<file path="src/rtl/i2c_pkg.sv">
// Shared definitions for the I2C register bank.
//   RW_WRITE / RW_READ : meaning of the RW bit sampled in the address phase
//   state_t            : handshake FSM state encoding
package i2c_pkg;

  localparam logic RW_WRITE = 1'b0;
  localparam logic RW_READ  = 1'b1;

  typedef enum logic [1:0] {
    ST_IDLE   = 2'd0,
    ST_A_HOLD = 2'd1,
    ST_D_HOLD = 2'd2
  } state_t;

endpackage

</file>
<file path="src/rtl/i2c_reg_bank_if.sv">
// Address/data handshake between the I2C slave shifter and the register bank.
//   ADDR/RW/ARDY  : address phase, driven by the shifter (ARDY is SCL-domain)
//   ODATA/DRDY    : written byte and byte boundary, driven by the shifter
//   IDATA         : byte returned to the shifter on a master read
//   ACKA_RDY      : address phase handled, shifter may release SCL
//   ACKD_RDY      : data phase handled, shifter may release SCL
// Modports: master = shifter side, slave = register bank side.
interface i2c_reg_bank_if;
  logic [6:0] ADDR;
  logic       RW;
  logic       ARDY;
  logic [7:0] ODATA;
  logic       DRDY;
  logic [7:0] IDATA;
  logic       ACKA_RDY;
  logic       ACKD_RDY;

  modport master (
    output ADDR, RW, ARDY, ODATA, DRDY,
    input  IDATA, ACKA_RDY, ACKD_RDY
  );

  modport slave (
    input  ADDR, RW, ARDY, ODATA, DRDY,
    output IDATA, ACKA_RDY, ACKD_RDY
  );
endinterface

</file>
<file path="src/rtl/sync_2ff.sv">
// Two-flop level synchroniser for a single bit.
//   CLK     : destination clock
//   NRST    : asynchronous active-low reset, both flops load RST_VAL
//   i_d     : asynchronous input level
//   o_q     : synchronised level, two CLK cycles behind i_d
module sync_2ff #(
  parameter bit RST_VAL = 1'b0
) (
  input  logic CLK,
  input  logic NRST,
  input  logic i_d,
  output logic o_q
);

  logic r_meta;
  logic r_sync;

  always_ff @(posedge CLK or negedge NRST) begin
    if (!NRST) begin
      r_meta <= RST_VAL;
      r_sync <= RST_VAL;
    end else begin
      r_meta <= i_d;
      r_sync <= r_meta;
    end
  end

  assign o_q = r_sync;

endmodule

</file>
<file path="src/rtl/i2c_reg_bank.sv">
// I2C register bank: consumes the slave shifter's ARDY/DRDY handshake in the
// CLK domain. The first written byte of a transaction is the register pointer;
// later written bytes are committed to the register array, read bytes are
// supplied on IDATA. ACKA_RDY/ACKD_RDY hold SCL stretched until each phase is
// handled.
//   CLK, NRST  : system clock, asynchronous active-low reset
//   bus        : i2c_reg_bank_if.slave handshake
//   REGS       : flattened register array, reg i at [8i+7:8i]
//   WR_STROBE  : one-cycle pulse per committed register write
//   WR_IDX     : index of the last committed register
//   SEL        : current transaction addressed this bank
// Build option: define I2C_REG_BANK_AUTOINC_EN to advance the pointer after
// every data byte; otherwise the pointer only changes on a pointer write.
//
// state     | meaning
// ST_IDLE   | waiting for a synced ARDY or DRDY rising edge
// ST_A_HOLD | address handled, ACKA_RDY high until synced ARDY falls
// ST_D_HOLD | data byte handled, ACKD_RDY high until synced DRDY falls
module i2c_reg_bank #(
  parameter logic [6:0] DEV_ADDR = 7'h42,
  parameter int         NREGS    = 16,
  localparam int        PTR_W    = $clog2(NREGS)
) (
  input  logic                 CLK,
  input  logic                 NRST,
  i2c_reg_bank_if.slave        bus,
  output logic [8*NREGS-1:0]   REGS,
  output logic                 WR_STROBE,
  output logic [PTR_W-1:0]     WR_IDX,
  output logic                 SEL
);
  import i2c_pkg::*;

  logic w_ardy_s, w_drdy_s;
  logic r_ardy_q, r_drdy_q;
  logic w_ardy_rise, w_ardy_fall, w_drdy_rise, w_drdy_fall;

  state_t r_state, w_state_nxt;
  logic   w_do_addr, w_do_data;
  logic   r_dpend;

  logic [7:0]       r_regs [NREGS];
  logic [PTR_W-1:0] r_ptr;
  logic [PTR_W-1:0] w_ptr_adv;
  logic             r_first;
  logic             r_sel;
  logic             r_rw;
  logic [7:0]       r_idata;
  logic             r_wr_strobe;
  logic [PTR_W-1:0] r_wr_idx;
  logic             w_addr_match;

  // Synchronisers and edge flops reset high: a strobe still high across reset
  // then looks like a steady level, and only its next rising edge is seen.
  sync_2ff #(.RST_VAL(1'b1)) u_sync_ardy (
    .CLK(CLK), .NRST(NRST), .i_d(bus.ARDY), .o_q(w_ardy_s)
  );
  sync_2ff #(.RST_VAL(1'b1)) u_sync_drdy (
    .CLK(CLK), .NRST(NRST), .i_d(bus.DRDY), .o_q(w_drdy_s)
  );

  always_ff @(posedge CLK or negedge NRST) begin
    if (!NRST) begin
      r_ardy_q <= 1'b1;
      r_drdy_q <= 1'b1;
    end else begin
      r_ardy_q <= w_ardy_s;
      r_drdy_q <= w_drdy_s;
    end
  end

  assign w_ardy_rise =  w_ardy_s & ~r_ardy_q;
  assign w_ardy_fall = ~w_ardy_s &  r_ardy_q;
  assign w_drdy_rise =  w_drdy_s & ~r_drdy_q;
  assign w_drdy_fall = ~w_drdy_s &  r_drdy_q;

  always_ff @(posedge CLK or negedge NRST) begin
    if (!NRST) r_state <= ST_IDLE;
    else       r_state <= w_state_nxt;
  end

  always_comb begin
    w_state_nxt = r_state;
    w_do_addr   = 1'b0;
    w_do_data   = 1'b0;
    case (r_state)
      ST_IDLE: begin
        if (w_ardy_rise) begin
          w_do_addr   = 1'b1;
          w_state_nxt = ST_A_HOLD;
        end else if (w_drdy_rise || r_dpend) begin
          w_do_data   = 1'b1;
          w_state_nxt = ST_D_HOLD;
        end
      end
      ST_A_HOLD: if (w_ardy_fall) w_state_nxt = ST_IDLE;
      ST_D_HOLD: if (w_drdy_fall) w_state_nxt = ST_IDLE;
      default:   w_state_nxt = ST_IDLE;
    endcase
  end

  // A DRDY edge that arrives while the address phase is still being held
  // (or together with it) is remembered and serviced on return to IDLE.
  always_ff @(posedge CLK or negedge NRST) begin
    if (!NRST)            r_dpend <= 1'b0;
    else if (w_do_data)   r_dpend <= 1'b0;
    else if (w_drdy_rise) r_dpend <= 1'b1;
    else if (w_drdy_fall) r_dpend <= 1'b0;
  end

`ifdef I2C_REG_BANK_AUTOINC_EN
  assign w_ptr_adv = r_ptr + PTR_W'(1);
`else
  assign w_ptr_adv = r_ptr;
`endif

  assign w_addr_match = (bus.ADDR == DEV_ADDR);

  always_ff @(posedge CLK or negedge NRST) begin
    if (!NRST) begin
      for (int i = 0; i < NREGS; i++) r_regs[i] <= '0;
      r_ptr       <= '0;
      r_first     <= 1'b1;
      r_sel       <= 1'b0;
      r_rw        <= RW_WRITE;
      r_idata     <= '0;
      r_wr_strobe <= 1'b0;
      r_wr_idx    <= '0;
    end else begin
      r_wr_strobe <= 1'b0;
      if (w_do_addr) begin
        r_sel   <= w_addr_match;
        r_rw    <= bus.RW;
        r_first <= 1'b1;
        if (w_addr_match && bus.RW == RW_READ) r_idata <= r_regs[r_ptr];
      end else if (w_do_data && r_sel) begin
        if (r_rw == RW_WRITE) begin
          if (r_first) begin
            r_ptr   <= bus.ODATA[PTR_W-1:0];
            r_first <= 1'b0;
          end else begin
            r_regs[r_ptr] <= bus.ODATA;
            r_wr_strobe   <= 1'b1;
            r_wr_idx      <= r_ptr;
            r_ptr         <= w_ptr_adv;
          end
        end else begin
          // Prefetch the byte the master will clock out next.
          r_ptr   <= w_ptr_adv;
          r_idata <= r_regs[w_ptr_adv];
        end
      end
    end
  end

  for (genvar g = 0; g < NREGS; g++) begin : g_flat
    assign REGS[8*g +: 8] = r_regs[g];
  end

  assign bus.IDATA    = r_idata;
  assign bus.ACKA_RDY = (r_state == ST_A_HOLD);
  assign bus.ACKD_RDY = (r_state == ST_D_HOLD);
  assign WR_STROBE    = r_wr_strobe;
  assign WR_IDX       = r_wr_idx;
  assign SEL          = r_sel;

endmodule

</file>
<file path="src/flat_wrapper.sv">
// flat-port wrapper written by rule: the top's interface ports become plain ports
module i2c_reg_bank_flat import i2c_pkg::*;
#(
  parameter logic [6:0] DEV_ADDR = 7'h42,
  parameter int         NREGS    = 16,
  localparam int        PTR_W    = $clog2(NREGS)
)
  (CLK, NRST, REGS, WR_STROBE, WR_IDX, SEL, bus_ADDR, bus_RW, bus_ARDY, bus_ODATA, bus_DRDY, bus_IDATA, bus_ACKA_RDY, bus_ACKD_RDY);
  i2c_reg_bank_if bus_i ();
  input  logic CLK;
  input  logic NRST;
  output logic [8*NREGS-1:0] REGS;
  output logic WR_STROBE;
  output logic [PTR_W-1:0] WR_IDX;
  output logic SEL;
  input wire logic [$bits(bus_i.ADDR)-1:0] bus_ADDR;
  input wire logic [$bits(bus_i.RW)-1:0] bus_RW;
  input wire logic [$bits(bus_i.ARDY)-1:0] bus_ARDY;
  input wire logic [$bits(bus_i.ODATA)-1:0] bus_ODATA;
  input wire logic [$bits(bus_i.DRDY)-1:0] bus_DRDY;
  output wire logic [$bits(bus_i.IDATA)-1:0] bus_IDATA;
  output wire logic [$bits(bus_i.ACKA_RDY)-1:0] bus_ACKA_RDY;
  output wire logic [$bits(bus_i.ACKD_RDY)-1:0] bus_ACKD_RDY;
  assign bus_i.ADDR = bus_ADDR;
  assign bus_i.RW = bus_RW;
  assign bus_i.ARDY = bus_ARDY;
  assign bus_i.ODATA = bus_ODATA;
  assign bus_i.DRDY = bus_DRDY;
  assign bus_IDATA = bus_i.IDATA;
  assign bus_ACKA_RDY = bus_i.ACKA_RDY;
  assign bus_ACKD_RDY = bus_i.ACKD_RDY;
  i2c_reg_bank #(.DEV_ADDR(DEV_ADDR), .NREGS(NREGS)) u_core (.CLK(CLK), .NRST(NRST), .bus(bus_i), .REGS(REGS), .WR_STROBE(WR_STROBE), .WR_IDX(WR_IDX), .SEL(SEL));
endmodule
</file>
<file path="config.mk">
export PLATFORM = sky130hd
export DESIGN_NAME = i2c_reg_bank_flat
export DESIGN_NICKNAME = d
export VERILOG_FILES = /design/src/rtl/i2c_pkg.sv /design/src/rtl/i2c_reg_bank_if.sv /design/src/rtl/sync_2ff.sv /design/src/rtl/i2c_reg_bank.sv /design/src/flat_wrapper.sv
export SDC_FILE = /design/constraint.sdc
export NUM_CORES = 1
export LEC_CHECK = 0
export ABC_AREA = 1
export ABC_CLOCK_PERIOD_IN_PS = 3000
export CAP_MARGIN = 20
export CORE_AREA = 2 2 139 141
export CTS_CLUSTER_SIZE = 16
export DETAILED_ROUTE_END_ITERATION = 10
export DIE_AREA = 0 0 141 143
export SLEW_MARGIN = 30
export SYNTH_ARGS = -nofsm -noshare
export SYNTH_HDL_FRONTEND = slang
export SYNTH_SLANG_ARGS = --single-unit
</file>
<file path="constraint.sdc">
create_clock -name CLK -period 3 [get_ports CLK]
set_input_delay 0.6 -clock CLK [delete_from_list [all_inputs] [get_ports CLK]]
set_output_delay 0.6 -clock CLK [all_outputs]
set_load 0.005 [all_outputs]
</file>
==> run metrics <==
Final setup viols 0; fin nets around 1100; cts repair resizes 0; vias in the first global route about 6000; RD Place Congestion 0.884; setup TNS 0 ns; Syn Inst Count 937; final core utilization a little over half; WL final 22.9 mm; worst setup path startpoint u_core.r_ardy_q$_DFF_PN1_; pre-CTS setup slack 0.638 ns; clock root cell clkbuf_16; area delta synth->final 32.2%; first-iteration detailed-routing DRC count 495; Reg-to-Reg End u_core.REGS[122]$_DFFE_PN0P_; simple-gate share of the synthesized area 29.6%; drc violations 0; die area 20200 um^2; total of max-cap violations 0; Yosys reg bits 157; final period utilization 75.4%; final worst path period need 2.26 ns; total I/O pin count 164; Critical Path RT 3.27 ns; initial antenna violation count 0; remaining antenna violation count 0; First-pass DRT Iterations 5; Post-Syn Nets 957; GRT Overall Usage 23.0%; maximum vdd drop around 0.55 mV; Fin. Hold Viols 0; Max Root-Sink Buffers 2; Core ar. ~19000 um^2; Slew @ Worst Pin about 0.92 ns; Post-Syn Area per Cell 7.84 um^2; post-synthesis mux area share 0%; PortBufs 163; Setup Fix Bufs, Post-CTS 0; post-DP HPWL about 16 mm; latest clock arrival within the worst-skew pair 0.43 ns; TritonCTS Buffers 17; # rows 50; RSZ-0062 raised after global routing false; die width around 140 um; # H-tree levels 4; share of post-route cells with drive strength above 1 7.38%; aggregate global routing overflow 0; RR Startpoint u_core.r_ardy_q$_DFF_PN1_; Layout fillers 1792; Synth Cell Area 7340 um^2; Max Slew Vio Count 0; routed wire length per instance between 15 and 20 um; worst hold path type in2async; TritonCTS sink count 157; Ys Warns 0; largest net degree at the start of global routing 89; Worst setup SP type register; global-route wire length before repair approximately 35 mm; worst r2r path cells 9; via count 6521; Antenna Diode Count 0; CTS tree yes; Reg clk slew, reported paths about 0.07 ns; reg2reg setup slack between 0.7 and 0.8 ns; Post-Synth Adder-Cell Area 0%; worst clock skew 0.00628 ns; Critical Path Sink Type register; Synth Area in XOR/XNOR 0%; Netlist cell types 24; Cell Pwr Density around 970 nW/um^2; final setup margin about 0.74 ns; static leakage 5.16 nW; Arr. time, crit path 2.53 ns; status finished clean; commonest non-fill, non-tap cells in the layout nand2_1 (513), clkdlybuf4s50_1 (162), dfrtp_1 (149), o21ai_0 (82), o21ai_1 (50); Synth Area in Compound Gates approximately 11%; Initial Util 39.5%; Slew headroom 38.4%; Critical Path Fanout Max 16; Hold Buf Count CTS 0; vias per cell ~5; FMAX 0.442 GHz; Die H 143 um; Crit Path Class reg2reg; sequential-to-total area share from yosys stat between 50% and 60%; commonest non-fill, non-tap cell in the layout nand2_1; largest family of logic cells by synthesized area simple AND/OR/NAND/NOR gates
==> cell usage after synthesis <==
cell      number  share of area, %
nor3b_1        1              0.10
nand2_1      513                26
buf_1          7              0.36
clkinv_1       1             0.051
o21ai_2       14               1.7
buf_12         1              0.27
dfstp_2        7               2.5
o21ai_1       50               3.4
buf_6         16               2.5
buf_2          3              0.20
a211oi_1       1              0.10
inv_1         28               1.4
nor2_4         2              0.31
nor2_1        26               1.3
o21a_1         1              0.10
nand2_4        8               1.2
o21ai_0       82               5.6
o41ai_1        1              0.12
nand3_1        1             0.068
a21oi_1        1             0.068
nor2_2         3              0.26
clkbuf_1      19              0.97
dfrtp_1      150                51
nand2_2        1             0.085
==> critical path, stage by stage (launching register included) <==
cell	delay, ns
dfstp_2	0.53
inv_1	0.04
nand2_1	0.06
nand3_1	0.06
nor2_1	0.18
nand2_2	0.11
nor2_4	0.40
nand2_1	0.45
nand2_1	0.16
o21ai_0	0.10
==> stage by stage <==
stage	hold WS [ns]	power, mW	cell area [um^2]	cells
finish	0.234	9.40	9710	1331
global route	0.322	10.1	9710	1331
CTS	0.281	9.44	9710	1331
detailed placement	0.347	7.02	9050	1299
global placement	0.347	6.99	9050	1299
floorplan	0.304	5.14	7340	937
==> area by class of cell <==
class | count | area [um^2] | area share [%]
clock inverter | 14 | 215 | 2.22
inverter | 29 | 109 | 1.12
timing repair buffer | 174 | 1730 | 17.8
clock buffer | 18 | 439 | 4.52
sequential | 157 | 3940 | 40.6
tap | 234 | 293 | 3.02
multi-input combinational | 705 | 2990 | 30.8
==> report_power, final <==
group | internal, mW | total (mW) | switching [mW]
Sequential | 2.65 | 3.19 | 0.547
Combinational | 1.65 | 3.80 | 2.16
Clock | 1.50 | 2.41 | 0.905
==> logic make-up (layout without fill, tap and decap cells) <==
family | count (synthesis) | count (layout)
AO/OA/AOI/OAI | 150 | 150
buffers and inverters | 75 | 235
AND/OR/NAND/NOR | 555 | 555
flip-flops | 157 | 157
==> worst max-delay path by stage <==
stage | end | slack, ns | depth (start not counted)
after global routing | u_core.REGS[67]$_DFFE_PN0P_ | 0.54 | 9
after detailed placement | u_core.bus.IDATA[3]$_DFFE_PN0P_ | 0.64 | 9
after CTS | u_core.REGS[122]$_DFFE_PN0P_ | 0.73 | 9
after floorplan | u_core.REGS[29]$_DFFE_PN0P_ | 1.30 | 11
after global placement | u_core.bus.IDATA[3]$_DFFE_PN0P_ | 0.75 | 9
final | u_core.REGS[122]$_DFFE_PN0P_ | 0.74 | 9
==> flip-flops by register name (all words and copies together), names as in the netlist <==
signal,count
u_core.r_rw,1
u_core.WR_STROBE,1
u_core.u_sync_drdy.r_meta,1
u_core.u_sync_ardy.o_q,1
u_core.u_sync_drdy.o_q,1
u_core.SEL,1
u_core.r_dpend,1
u_core.r_state,2
u_core.bus.IDATA,8
u_core.r_drdy_q,1
u_core.r_first,1
u_core.r_ptr,4
u_core.r_ardy_q,1
u_core.u_sync_ardy.r_meta,1
u_core.REGS,128
u_core.WR_IDX,4
==> per-layer routing <==
layer  wire length (um)  track usage [%]  vias to the layer above
li1                   -                -                     3230
met1              10800             33.4                     3060
met2              10400             35.3                      205
met3               1210             3.92                       26
met4                427             7.42                        0
met5                  0                0                        -
No activity file was read; power rests on OpenSTA's default activity.
